`src/rtl/multicycle_ctrl.sv`:
```
// -----------------------------------------------------------------------------
// multicycle_ctrl
//
// Control unit for a multicycle RF+ALU datapath. Holds the
// FETCH/ID/EXE/MEM/WB/HALT state machine and decodes the latched instruction
// word into every datapath, PC, IR, PSW and memory strobe. It also counts
// retired instructions.
//
// Ports:
//   clk         in   sole clock, rising edge
//   Reset       in   synchronous, active-low reset
//   Ins[15:0]   in   IR contents, opcode in Ins[15:11]
//   MemReady    in   memory handshake, sampled only in MEM
//   WBRF        out  RF write enable
//   WBresource  out  RF write source (1: Sum/LI_EXE, 0: WBData)
//   RBresource  out  RF read port B address (1: Ins[10:8], 0: Ins[4:2])
//   OprandB     out  ALU B operand (1: imm5, 0: RF)
//   LI          out  load-immediate form (1: LHI, 0: LLI)
//   Buff_IDEXE  out  load the ID/EXE buffer
//   PSW_C, ALUop, Flag  out  ALU control
//   PSWwe       out  load C/Z/N into PSW
//   IRload      out  load IR from instruction memory
//   PCwrite     out  PC update enable
//   PCsel[1:0]  out  PC source (00 PC+1, 01 label, 10 JALR reg, 11 JR reg)
//   MemRead, MemWrite  out  data-memory strobes
//   Halt        out  processor halted
//   State[2:0]  out  current state (FETCH=0 .. WB=4, HALT=7)
//   RetCnt      out  retired-instruction count, wraps modulo 2^CNT_W
//
// All strobes are a combinational decode of (state, opcode) and are forced
// to zero while Reset is low.
// -----------------------------------------------------------------------------
module multicycle_ctrl #(
    parameter int CNT_W = 16
) (
    input  logic             clk,
    input  logic             Reset,
    input  logic [15:0]      Ins,
    input  logic             MemReady,
    output logic             WBRF,
    output logic             WBresource,
    output logic             RBresource,
    output logic             OprandB,
    output logic             LI,
    output logic             Buff_IDEXE,
    output logic             PSW_C,
    output logic             ALUop,
    output logic             Flag,
    output logic             PSWwe,
    output logic             IRload,
    output logic             PCwrite,
    output logic [1:0]       PCsel,
    output logic             MemRead,
    output logic             MemWrite,
    output logic             Halt,
    output logic [2:0]       State,
    output logic [CNT_W-1:0] RetCnt
);

    typedef enum logic [2:0] {
        S_FETCH = 3'd0,
        S_ID    = 3'd1,
        S_EXE   = 3'd2,
        S_MEM   = 3'd3,
        S_WB    = 3'd4,
        S_HALT  = 3'd7
    } state_t;

    localparam logic [4:0] OP_NOP    = 5'b00000;
    localparam logic [4:0] OP_LHI    = 5'b00001;
    localparam logic [4:0] OP_LLI    = 5'b00010;
    localparam logic [4:0] OP_LDR_RI = 5'b00011;
    localparam logic [4:0] OP_LDR_RR = 5'b00100;
    localparam logic [4:0] OP_STR_RI = 5'b00101;
    localparam logic [4:0] OP_STR_RR = 5'b00110;
    localparam logic [4:0] OP_ADD    = 5'b00111;
    localparam logic [4:0] OP_ADC    = 5'b01000;
    localparam logic [4:0] OP_SUB    = 5'b01001;
    localparam logic [4:0] OP_SBB    = 5'b01010;
    localparam logic [4:0] OP_CMP    = 5'b01011;
    localparam logic [4:0] OP_ADDI   = 5'b01100;
    localparam logic [4:0] OP_SUBI   = 5'b01101;
    localparam logic [4:0] OP_MOV    = 5'b01110;
    localparam logic [4:0] OP_JAL    = 5'b01111;
    localparam logic [4:0] OP_JALR   = 5'b10000;
    localparam logic [4:0] OP_JR     = 5'b10001;
    localparam logic [4:0] OP_OUTR   = 5'b10010;
    localparam logic [4:0] OP_HLT    = 5'b11111;

    // Opcode class helpers.
    function automatic logic is_ldr(input logic [4:0] op);
        return (op == OP_LDR_RI) || (op == OP_LDR_RR);
    endfunction

    function automatic logic is_str(input logic [4:0] op);
        return (op == OP_STR_RI) || (op == OP_STR_RR);
    endfunction

    // Ops that update C/Z/N.
    function automatic logic is_psw_op(input logic [4:0] op);
        return (op == OP_ADD) || (op == OP_ADC) || (op == OP_SUB) ||
               (op == OP_SBB) || (op == OP_CMP) || (op == OP_ADDI) ||
               (op == OP_SUBI);
    endfunction

    // Everything that carries operands into EXE/WB loads the ID/EXE buffer;
    // jumps, halt, NOP and undefined opcodes do not.
    function automatic logic needs_buff(input logic [4:0] op);
        return ((op >= OP_LHI) && (op <= OP_MOV)) || (op == OP_OUTR);
    endfunction

    state_t           state_r;
    state_t           next_state_s;
    logic [CNT_W-1:0] cnt_r;
    logic             retire_s;
    logic [4:0]       op_s;

    logic             wbrf_s;
    logic             wbres_s;
    logic             rbres_s;
    logic             oprandb_s;
    logic             li_s;
    logic             buff_s;
    logic             psw_c_s;
    logic             aluop_s;
    logic             flag_s;
    logic             pswwe_s;
    logic             irload_s;
    logic             pcwrite_s;
    logic [1:0]       pcsel_s;
    logic             memread_s;
    logic             memwrite_s;
    logic             halt_s;

    // Register fields are consumed by the datapath, not by this controller.
    logic             unused_ins_s;

    assign op_s         = Ins[15:11];
    assign unused_ins_s = ^Ins[10:0];

    // Next-state and raw strobe decode from the current state and opcode.
    always_comb begin
        next_state_s = S_FETCH;
        retire_s     = 1'b0;
        wbrf_s       = 1'b0;
        wbres_s      = 1'b0;
        rbres_s      = 1'b0;
        oprandb_s    = 1'b0;
        li_s         = 1'b0;
        buff_s       = 1'b0;
        psw_c_s      = 1'b0;
        aluop_s      = 1'b0;
        flag_s       = 1'b0;
        pswwe_s      = 1'b0;
        irload_s     = 1'b0;
        pcwrite_s    = 1'b0;
        pcsel_s      = 2'b00;
        memread_s    = 1'b0;
        memwrite_s   = 1'b0;
        halt_s       = 1'b0;

        case (state_r)
            S_FETCH: begin
                irload_s     = 1'b1;
                pcwrite_s    = 1'b1;
                pcsel_s      = 2'b00;
                next_state_s = S_ID;
            end

            S_ID: begin
                buff_s = needs_buff(op_s);
                case (op_s)
                    OP_LHI: begin
                        rbres_s      = 1'b1;
                        li_s         = 1'b1;
                        next_state_s = S_WB;
                    end
                    OP_LLI: begin
                        li_s         = 1'b0;
                        next_state_s = S_WB;
                    end
                    OP_LDR_RI, OP_STR_RI, OP_ADDI, OP_SUBI: begin
                        oprandb_s    = 1'b1;
                        next_state_s = S_EXE;
                    end
                    OP_LDR_RR, OP_STR_RR, OP_ADD, OP_ADC,
                    OP_SUB, OP_SBB, OP_CMP: begin
                        rbres_s      = 1'b0;
                        oprandb_s    = 1'b0;
                        next_state_s = S_EXE;
                    end
                    OP_MOV: begin
                        next_state_s = S_WB;
                    end
                    OP_JAL: begin
                        wbrf_s       = 1'b1;
                        wbres_s      = 1'b1;
                        pcwrite_s    = 1'b1;
                        pcsel_s      = 2'b01;
                        next_state_s = S_FETCH;
                    end
                    OP_JALR: begin
                        wbrf_s       = 1'b1;
                        wbres_s      = 1'b1;
                        pcwrite_s    = 1'b1;
                        pcsel_s      = 2'b10;
                        next_state_s = S_FETCH;
                    end
                    OP_JR: begin
                        wbrf_s       = 1'b1;
                        wbres_s      = 1'b1;
                        rbres_s      = 1'b1;
                        pcwrite_s    = 1'b1;
                        pcsel_s      = 2'b11;
                        next_state_s = S_FETCH;
                    end
                    OP_HLT: begin
                        next_state_s = S_HALT;
                    end
                    default: begin
                        // NOP, OUTR and undefined opcodes finish here.
                        next_state_s = S_FETCH;
                    end
                endcase
                retire_s = (next_state_s == S_FETCH) || (next_state_s == S_HALT);
            end

            S_EXE: begin
                case (op_s)
                    OP_LDR_RI, OP_LDR_RR, OP_STR_RI, OP_STR_RR,
                    OP_ADD, OP_ADDI: {psw_c_s, aluop_s, flag_s} = 3'b100;
                    OP_ADC:          {psw_c_s, aluop_s, flag_s} = 3'b101;
                    OP_SUB, OP_SUBI,
                    OP_CMP:          {psw_c_s, aluop_s, flag_s} = 3'b010;
                    OP_SBB:          {psw_c_s, aluop_s, flag_s} = 3'b011;
                    default:         {psw_c_s, aluop_s, flag_s} = 3'b000;
                endcase
                pswwe_s = is_psw_op(op_s);
                // Stores read the data register through port B during EXE.
                rbres_s = is_str(op_s);
                if (is_ldr(op_s) || is_str(op_s)) begin
                    next_state_s = S_MEM;
                end else if (op_s == OP_CMP) begin
                    next_state_s = S_FETCH;
                    retire_s     = 1'b1;
                end else begin
                    next_state_s = S_WB;
                end
            end

            S_MEM: begin
                memread_s  = is_ldr(op_s);
                memwrite_s = is_str(op_s);
                if (!(is_ldr(op_s) || is_str(op_s))) begin
                    // Unreachable for a stable Ins; recover to FETCH.
                    next_state_s = S_FETCH;
                    retire_s     = 1'b1;
                end else if (!MemReady) begin
                    next_state_s = S_MEM;
                end else if (is_ldr(op_s)) begin
                    next_state_s = S_WB;
                end else begin
                    next_state_s = S_FETCH;
                    retire_s     = 1'b1;
                end
            end

            S_WB: begin
                wbrf_s       = 1'b1;
                wbres_s      = !is_ldr(op_s);
                next_state_s = S_FETCH;
                retire_s     = 1'b1;
            end

            S_HALT: begin
                halt_s       = 1'b1;
                next_state_s = S_HALT;
            end

            default: begin
                next_state_s = S_FETCH;
            end
        endcase
    end

    // State register and retired-instruction counter.
    always_ff @(posedge clk) begin
        if (!Reset) begin
            state_r <= S_FETCH;
            cnt_r   <= {CNT_W{1'b0}};
        end else begin
            state_r <= next_state_s;
            if (retire_s) begin
                cnt_r <= cnt_r + {{(CNT_W-1){1'b0}}, 1'b1};
            end else begin
                cnt_r <= cnt_r;
            end
        end
    end

    // Output gating: every output reads zero while reset is held.
    always_comb begin
        if (Reset) begin
            WBRF       = wbrf_s;
            WBresource = wbres_s;
            RBresource = rbres_s;
            OprandB    = oprandb_s;
            LI         = li_s;
            Buff_IDEXE = buff_s;
            PSW_C      = psw_c_s;
            ALUop      = aluop_s;
            Flag       = flag_s;
            PSWwe      = pswwe_s;
            IRload     = irload_s;
            PCwrite    = pcwrite_s;
            PCsel      = pcsel_s;
            MemRead    = memread_s;
            MemWrite   = memwrite_s;
            Halt       = halt_s;
            State      = state_r;
            RetCnt     = cnt_r;
        end else begin
            WBRF       = 1'b0;
            WBresource = 1'b0;
            RBresource = 1'b0;
            OprandB    = 1'b0;
            LI         = 1'b0;
            Buff_IDEXE = 1'b0;
            PSW_C      = 1'b0;
            ALUop      = 1'b0;
            Flag       = 1'b0;
            PSWwe      = 1'b0;
            IRload     = 1'b0;
            PCwrite    = 1'b0;
            PCsel      = 2'b00;
            MemRead    = 1'b0;
            MemWrite   = 1'b0;
            Halt       = 1'b0;
            State      = 3'b000;
            RetCnt     = {CNT_W{1'b0}};
        end
    end

endmodule

```
`config.mk`:
```
export PLATFORM = sky130hd
export DESIGN_NAME = multicycle_ctrl
export DESIGN_NICKNAME = d
export VERILOG_FILES = /design/src/rtl/multicycle_ctrl.sv
export SDC_FILE = /design/constraint.sdc
export NUM_CORES = 1
export LEC_CHECK = 0
export ABC_CLOCK_PERIOD_IN_PS = 4880
export CORE_UTILIZATION = 50
export CTS_CLUSTER_DIAMETER = 120
export DETAILED_ROUTE_END_ITERATION = 6
export GPL_TIMING_DRIVEN = 0
export PLACE_DENSITY = 0.86
export SLEW_MARGIN = 20
export SYNTH_ARGS = -nofsm -noshare
export SYNTH_HDL_FRONTEND = slang
export SYNTH_SLANG_ARGS = --single-unit
export TNS_END_PERCENT = 20
```
`constraint.sdc`:
```
create_clock -name clk -period 4.88 [get_ports clk]
set_input_delay 0.976 -clock clk [delete_from_list [all_inputs] [get_ports clk]]
set_output_delay 0.976 -clock clk [all_outputs]
set_load 0.05 [all_outputs]
```
# [Word level (Yosys, flattened, before mapping)]
# Memory sizes are Yosys's and may differ from the RTL's.
# Index checks and enable logic that the tools add are counted.
# Widths: inputs -> output; s select.
[word_totals] reg_bits=19 rom_bits=48 in_bits=19 out_inout_bits=36 elab_cells=105 n_memories=1
[mem_list] memory="(no name shown)" depth=16 word_bits=3 read_ports=1 rd_clocked_by_memory_dff=0 wr=0 line="229" text="case (op_s)"
[classes] n_addsub=1 order_cmp=2 n_eq_ne=25 n_mux=54 n_reduce_logical=20
[op_table] cell="$eq 5x4->1 const B" count=8
[op_table] cell="$mux 1" count=35
[op_table] cell="$mux 3" count=8
[op_table] cell="$eq 5x3->1 const B" count=4
[op_table] cell="$eq 5x5->1 const B" count=4
[op_table] cell="$add 16x1->16 const B" count=1
[op_table] cell="$mux 16" count=1
[op_table] cell="$pmux 3 s5" count=1
[op_table] cell="$logic_or 1x1->1" count=11
[op_table] cell="$reduce_or 11->1" count=1
[op_table] cell="$eq 5x2->1 const B" count=2
[op_table] cell="$eq 3x3->1 const B" count=3
[op_table] cell="$pmux 3 s3" count=1
[op_table] cell="$pmux 1 s2" count=4
[op_table] cell="$eq 3x2->1 const B" count=2
[op_table] cell="$logic_not 3->1" count=2
[op_table] cell="$pmux 2 s3" count=1
[op_table] cell="$reduce_or 3->1" count=2
[op_table] cell="$eq 5x1->1 const B" count=1
[op_table] cell="$ge 5x1->1 const B" count=1
[op_table] cell="$le 5x4->1 const B" count=1
[op_table] cell="$mux 2" count=2
[op_table] cell="$pmux 1 s4" count=1
[op_table] cell="$reduce_or 4->1" count=1
[op_table] cell="4 further kinds" count=4

# [Longest topological paths before layout]
# Gate-level depths: netlist of the first run.
[logic_depth] depth_word=9 depth_mapped=7 ltp_nobuf=5

# [Least setup slack after synthesis of the first run]
# No wires, ideal clock.
[synth_timing] kind="input port to output port" startpoint="in Ins[14]" endpoint="out Buff_IDEXE" t_arrival_ps=3921 required_ps=3904 slack_ps=-17 path_stages=5 path_buffers=2 path_cell_list="buf_6 > clkbuf_1 > nand3_1 > nand2_1 > a2111oi_0"
[synth_via] elab_chain_cells=5 elab_cells_between_ends=7 cone_classes="2 x order compare; 1 x eq/ne; 2 x mux; 2 x reduce/logical"
[synth_rtl] element="start: declaration" line="38" text="input logic [15:0] Ins,"
[synth_rtl] element="$ge 5x1->1 or $le 5x4->1 (tied branches)" line="109" text="return ((op >= OP_LHI) && (op <= OP_MOV)) || (op == OP_OUTR);"
[synth_rtl] element="$logic_and 1x1->1" line="109"
[synth_rtl] element="$logic_or 1x1->1 (*)" line="109"
[synth_rtl] element="$mux 1 (*)" line="162" text="case (state_r)"
[synth_rtl] element="$mux 1 (*)" line="303" text="if (Reset) begin"
[synth_rtl] element="end: declaration" line="45" text="output logic Buff_IDEXE,"
# Every way passes the cells marked *; elsewhere a longest branch is shown, timed or not.

# [Worst setup path in the final report of the first run]
[layout_timing] startpoint="in Reset" endpoint="out Flag"
[layout_via] elab_chain_cells=1
[layout_rtl] element="start: declaration" line="37" text="input logic Reset,"
[layout_rtl] element="$mux 1" line="303"
[layout_rtl] element="end: declaration" line="48" text="output logic Flag,"
# No other way between the ends.

==> flow_summary_export.csv, run 1 <==
group,metric,value,unit
synth,syn_inst,226,
pwr,combPwrFrac,30.9,%
floorplan,dieArea,0.00363,mm²
global_route,grtUsageTotal,25.9,%
cells_and_area,diodes,0,
synth,synth_edf_count,0,
synth,yosysTopAreaCell,"dfxtp_1",
pwr,leakage,0.804,nW
synth,mappedNetlistArea,0.00170,mm²
cts,cts_tree,"built",
synth,synth-seq-cells,19,
setup_path,critPathArrivalTime,3530,ps
timing,slew_headroom,64.1,%
synth,synth_top_area_share,22.4,%
cells_and_area,syn_to_final_growth,29.6,%
timing,fin_ws,375,ps
cts,clock_path_buffers,2,
drt,drtIter0Drc,100,
timing,setup_violations,0,
drt,drcViolationCount,0,
cells_and_area,layout-drive-gt1-share,11.4,%
floorplan,rows,20,
setup_path,start_kind,"input pin",
placed_design,dpl.hpwl,3.40,mm
timing,min_period,4510,ps
timing,hold_violations,0,
pwr,p_int,0.000229,W
floorplan,die_h,60.3,µm
timing,fmax,222,MHz
synth,synth-main-ff-cell,"dfxtp_1",
cts,insertion_delay,310,ps
global_route,antenna_found_initial,0,
setup_path,worst-setup-path-type,"in2out",
cells_and_area,layout_common_cells,"42 x clkdlybuf4s50_1, 27 x nor2_1, 27 x nand2_1",
pwr,peakVddDrop,85.6,µV
pwr,seqPwrFrac,45.6,%
setup_path,crit_required,3900,ps
synth,yosysUniqueCellTypes,51,
worst_hold_path,hold_class,"reg2reg",
cts,clk_pin_slew,110,ps
timing,finalClockSkew,4.98,ps
synth,syn_nets,246,
timing,worst_pin_slew,538,ps
synth,yosys_warnings,0,
setup_path,max_stage_delay,820,ps
cts,cts_sinks,19,
drt,post_drt_wl_per_cell,14.0,µm
placed_design,gp_congestion,0.878,
cells_and_area,nNetsFinal,293,
global_route,overflow,0,
cts,cts_resized,0,
cts,ctsHoldBuffers,0,
timing,maxSlewViolCount,0,
timing,setup-tns-final,0,ps
setup_path,path_cells,"clkdlybuf4s50_1 -> clkbuf_1 -> nand2_1 -> nor4_1 -> nand2_1 -> nor3_1 -> clkdlybuf4s50_1",
drt,viasPerCell,5.75,
pwr,power_density,162,mW/mm²
placed_design,pre_cts_ws,351,ps
timing,grt_setup_unrepaired,"false",
setup_path,cp-end-kind,"output pin",
synth,synthTopCellsByArea,"dfxtp_1 22%, mux2_4 7.1%, and2_1 6.6%",
floorplan,io-pin-count,55,
cells_and_area,layout_commonest_cell,"clkdlybuf4s50_1",
synth,syn_area_per_cell,7.51,µm²
cells_and_area,nFillCells,271,
cells_and_area,seq_area,380,µm²
cts,numCtsBuffers,3,
pwr,p_switching,0.000126,W
drt,wl,4.41,mm
cts,htreeDepth,1,
global_route,first_global_vias,1613,
setup_path,cp_slowest_cell,"clkdlybuf4s50_1",
timing,fin_crit_sh,92.3,%
placed_design,port_buffers,42,
pwr,clockPowerShare,23.5,%
floorplan,die_w,60.3,µm
global_route,grt_max_degree,11,
drt,routed-via-count,1818,
floorplan,core_area,0.00313,mm²
setup_path,path_max_fanout,10,
drt,ant_nets,0,
floorplan,initial_core_util,54.2,%
pwr,p_sw_share,35.5,%
job,maxCapViolCount,0,
cts,cts_root_buf,"clkbuf_4",
drt,drt_pass1_iterations,4,
synth,ys_async_sr_fraction,0,%
cts,postCtsSetupBuffers,0,
global_route,grt_pass1_wl,7.15,mm
synth,yosysSeqAreaShare,22.4,%
run_status,status,"complete, no violations",
cells_and_area,multiInputGateArea,0.00121,mm²
[final timing paths]
check	startpoint	end	slack (ps)	depth (start not counted)
worst max register to register	state_r[0]$_SDFF_PN0_	cnt_r[8]$_SDFFE_PN0P_	3000	6
worst min register to register	cnt_r[1]$_SDFFE_PN0P_	cnt_r[1]$_SDFFE_PN0P_	530	2
worst min-delay path	cnt_r[1]$_SDFFE_PN0P_	cnt_r[1]$_SDFFE_PN0P_	530	2
worst max-delay path	Reset	Flag	370	7
[synth_stat cells, types with 2 or more instances]
| library cell | instances |
|---|---|
| inv_1 | 5 |
| nand3_1 | 11 |
| mux2_1 | 6 |
| a21oi_1 | 13 |
| dfxtp_1 | 19 |
| nand4_1 | 4 |
| clkbuf_1 | 11 |
| buf_6 | 2 |
| and2b_1 | 2 |
| nor2_1 | 27 |
| nor3_1 | 11 |
| o21ai_0 | 5 |
| and3_1 | 5 |
| mux2_4 | 8 |
| o21ai_1 | 2 |
| xor2_1 | 3 |
| o21a_1 | 2 |
| and2_1 | 18 |
| a21oi_2 | 8 |
| a21o_1 | 2 |
| nand2b_1 | 3 |
| nand2_1 | 27 |
| nor4_1 | 4 |
[worst max-delay path: cells and delay by family]
| kind | cells | cell delay [ps] |
|---|---|---|
| buffers and inverters | 3 | 1640 |
| and+or+nand+nor | 4 | 900 |
[area by class of cell]
cell class	instances	area share (%)
flip-flops and latches	19	17.3
multi-input cells	187	55.0
repair buffers	42	19.1
plain buffers	15	4.04
well taps	44	2.50
clock buffers	4	1.19
inverters	5	0.853
[metrics by stage]
step	power (W)	util, %	cell area [µm²]	hold slack, ps	instances
final	0.000356	70.3	2200	525	316
after CTS	0.000356	70.3	2200	528	316
after global routing	0.000371	70.3	2200	537	316
after floorplan	0.000243	-	1700	469	226
after detailed placement	0.000275	69.5	2170	513	312
after global placement	0.000272	69.5	2170	490	312
[kinds of logic after synthesis]
logic type	synth area share, %
AO/OA/AOI/OAI	20.4
buffers and inverters	6.34
AND/OR/NAND/NOR	36.9
multiplexers	11.7
adder cells (fa/ha/maj)	0.737
XOR/XNOR	1.55
flip-flops	22.4
[metal layers]
layer | GRT usage [%] | part of all wire, % | vias to the layer above
li1 | - | - | 903
met4 | 8.64 | 1.1 | 0
met1 | 35.3 | 48 | 859
met3 | 4.11 | 3.9 | 4
met2 | 41.1 | 47 | 52
met5 | 0 | 0 | -
[registers in the layout, indices dropped and copies added (netlist names)]
name,cells
cnt_r,16
state_r,3
[power groups by stage]
stage                clock, W  sequential [W]  combinational, W
floorplan                   0        0.000165         0.0000780
global placement            0        0.000166          0.000107
detailed placement          0        0.000166          0.000109
CTS                 0.0000845        0.000162          0.000109
global route        0.0000894        0.000163          0.000118
finish              0.0000835        0.000162          0.000110
Power figures use the tool's default switching activity.
==> inputs of run 2 (changes only) <==
CELL_PAD_IN_SITES_DETAIL_PLACEMENT = 1   (was not set)
CELL_PAD_IN_SITES_GLOBAL_PLACEMENT = 1   (was not set)
CORE_UTILIZATION = 35   (was 50)
PLACE_DENSITY = not set   (was 0.86)
PLACE_DENSITY_LB_ADDON = 0.1   (was not set)
==> run 2 against run 1 <==
Net effect: clock power is 35% higher; setup slack improved by 14 ps; utilization down 21 points; wire length increased by 20%; critical path depth unchanged; first-iteration DRC count shrank 37%; design area increased by 1.6%; non-clock buffer count unchanged; register-to-register slack got worse by 90 ps; hold slack better by 1.5 ps; critical endpoint unchanged; largest cell class unchanged.
==> flow_summary_export.csv, run 2 (synthesized netlist as in run 1, its figures left out) <==
group,metric,value,unit
run_status,status,"complete, no violations",
global_route,grtUsageTotal,22.2,%
drt,drcViolationCount,0,
setup_path,critPathArrivalTime,3520,ps
pwr,clockPowerShare,29.1,%
drt,viasPerCell,5.47,
cells_and_area,layout_common_cells,"42 x clkdlybuf4s50_1, 27 x nor2_1, 27 x nand2_1",
placed_design,port_buffers,42,
cts,clk_pin_slew,70,ps
floorplan,io-pin-count,55,
global_route,grt_max_degree,11,
pwr,peakVddDrop,164,µV
pwr,p_int,0.000256,W
floorplan,die_w,71.6,µm
floorplan,dieArea,0.00513,mm²
cts,ctsHoldBuffers,0,
cells_and_area,largest_reg_flops,16,
cells_and_area,layout_commonest_cell,"clkdlybuf4s50_1",
cts,htreeDepth,1,
placed_design,dpl.hpwl,4.09,mm
drt,drt_pass1_iterations,4,
timing,finalClockSkew,3.89,ps
worst_hold_path,hold_class,"reg2reg",
pwr,combPwrFrac,29.3,%
setup_path,cp-end-kind,"output pin",
cells_and_area,syn_to_final_growth,31.7,%
floorplan,core_area,0.00450,mm²
setup_path,worst-setup-path-type,"in2out",
setup_path,path_buf_inv,3,
cells_and_area,nNetsFinal,293,
drt,drtIter0Drc,63,
setup_path,path_cells,"clkdlybuf4s50_1 -> clkbuf_1 -> nand2_1 -> nor4_2 -> nand2_1 -> nor3_1 -> clkdlybuf4s50_1",
setup_path,path_max_fanout,10,
setup_path,cp_num_cells,7,
timing,fin_hold_ws,527,ps
setup_path,r2r_start,"state_r[0]$_SDFF_PN0_",
drt,post_drt_wl_per_cell,16.3,µm
pwr,leakage,0.813,nW
cts,cts_root_buf,"clkbuf_8",
pwr,p_sw_share,34.5,%
drt,wl,5.28,mm
cells_and_area,layoutNonFillerInstCount,324,
timing,hold_violations,0,
timing,fin_ws,388,ps
timing,maxSlewViolCount,0,
setup_path,reg2reg_to,"cnt_r[15]$_SDFFE_PN0P_",
global_route,overflow,0,
cts,numCtsBuffers,3,
cells_and_area,fin_util,49.6,%
cts,insertion_delay,260,ps
cells_and_area,reg.largest.list,"cnt_r x16, state_r x3",
timing,setup-tns-final,0,ps
setup_path,critical_path.startpoint,"Reset",
timing,slew_headroom,61.5,%
placed_design,pre_cts_ws,222,ps
timing,grt_setup_unrepaired,"false",
setup_path,cp_slowest_cell,"clkdlybuf4s50_1",
placed_design,dp_cells,320,
pwr,p_switching,0.000135,W
timing,min_period,4490,ps
setup_path,endpoint,"Flag",
setup_path,critical_path.top_delay_family,"buffers and inverters",
cells_and_area,diodes,0,
timing,fin_crit_sh,92.0,%
setup_path,r2r_slack,2910,ps
global_route,grt_pass1_wl,8.86,mm
timing,setup_violations,0,
placed_design,gp_congestion,0.866,
cells_and_area,max_flop_register,"cnt_r",
global_route,antenna_found_initial,0,
timing,worst_pin_slew,577,ps
setup_path,max_stage_delay,820,ps
pwr,power_density,175,mW/mm²
worst_hold_path,min-delay-start,"cnt_r[1]$_SDFFE_PN0P_",
setup_path,crit_required,3900,ps
cts,cts_tree,"built",
pwr,seqPwrFrac,41.6,%
timing,fmax,223,MHz
setup_path,rr_worst_depth,5,
floorplan,initial_core_util,37.7,%
drt,ant_nets,0,
cts,cts_sinks,19,
job,maxCapViolCount,0,
cts,clock_path_buffers,2,
setup_path,start_kind,"input pin",
drt,routed-via-count,1772,
floorplan,rows,24,
cells_and_area,layout-drive-gt1-share,11.8,%
floorplan,die_h,71.6,µm
global_route,first_global_vias,1704,
run 2: cell types whose count changed in the layout (fill, tap and decap cells not counted):
| cell | change |
|---|---|
| clkbuf_4 | -3 |
| clkbuf_8 | +3 |
| nor4_1 | -1 |
| nor4_2 | +1 |
run 2: repair_timing:
| item | 4_1_cts | 5_1_grt |
|---|---|---|
| resized for setup | 0 | 1 |
| setup buffers | 0 | 0 |
| endpoints found under the setup margin | 0 | 1 |
run 2: layout make-up:
class,instances,area (µm²)
clock buffers,4,45.0
plain buffers,15,88.8
multi-input cells,187,1220
fillers,587,2270
repair buffers,42,420
flip-flops and latches,19,380
inverters,5,18.8
well taps,52,65.1
run 2: per-layer routing:
| metal | vias to the layer above | global-route usage, % | part of all wire (%) |
|---|---|---|---|
| met5 | - | 0 | 0 |
| met4 | 0 | 4.58 | 1.1 |
| met3 | 7 | 3.66 | 4.1 |
| met2 | 36 | 33.1 | 43 |
| met1 | 830 | 33.5 | 52 |
| li1 | 899 | - | - |
run 2: how the worst min path moves through the flow:
stage,slack (ps),depth (start not counted),to
final,530,2,cnt_r[1]$_SDFFE_PN0P_
after global routing,550,2,cnt_r[1]$_SDFFE_PN0P_
after CTS,530,2,cnt_r[1]$_SDFFE_PN0P_
after detailed placement,520,2,cnt_r[1]$_SDFFE_PN0P_
after global placement,500,2,cnt_r[1]$_SDFFE_PN0P_
after floorplan,470,2,cnt_r[1]$_SDFFE_PN0P_
run 2: power by group through the flow:
stage | logic, W | registers, W | clock network (W)
after floorplan | 0.0000780 | 0.000165 | 0
after global routing | 0.000124 | 0.000163 | 0.000123
after CTS | 0.000113 | 0.000162 | 0.000117
after global placement | 0.000112 | 0.000166 | 0
after detailed placement | 0.000113 | 0.000166 | 0
final | 0.000114 | 0.000162 | 0.000113
run 2: stage by stage:
step | cell area, µm² | power [W]
2_1_floorplan | 1700 | 0.000243
3_3_place_gp | 2180 | 0.000277
3_5_place_dp | 2180 | 0.000279
4_1_cts | 2230 | 0.000393
5_1_grt | 2230 | 0.000410
6_report | 2230 | 0.000390
run 2: worst reg2reg max path, cell delays in order (launching register included):
cell and delay (ps):
dfxtp_1 360, o21a_1 230, nor4b_2 570, nand3_1 140, a21oi_1 220, mux2_1 340
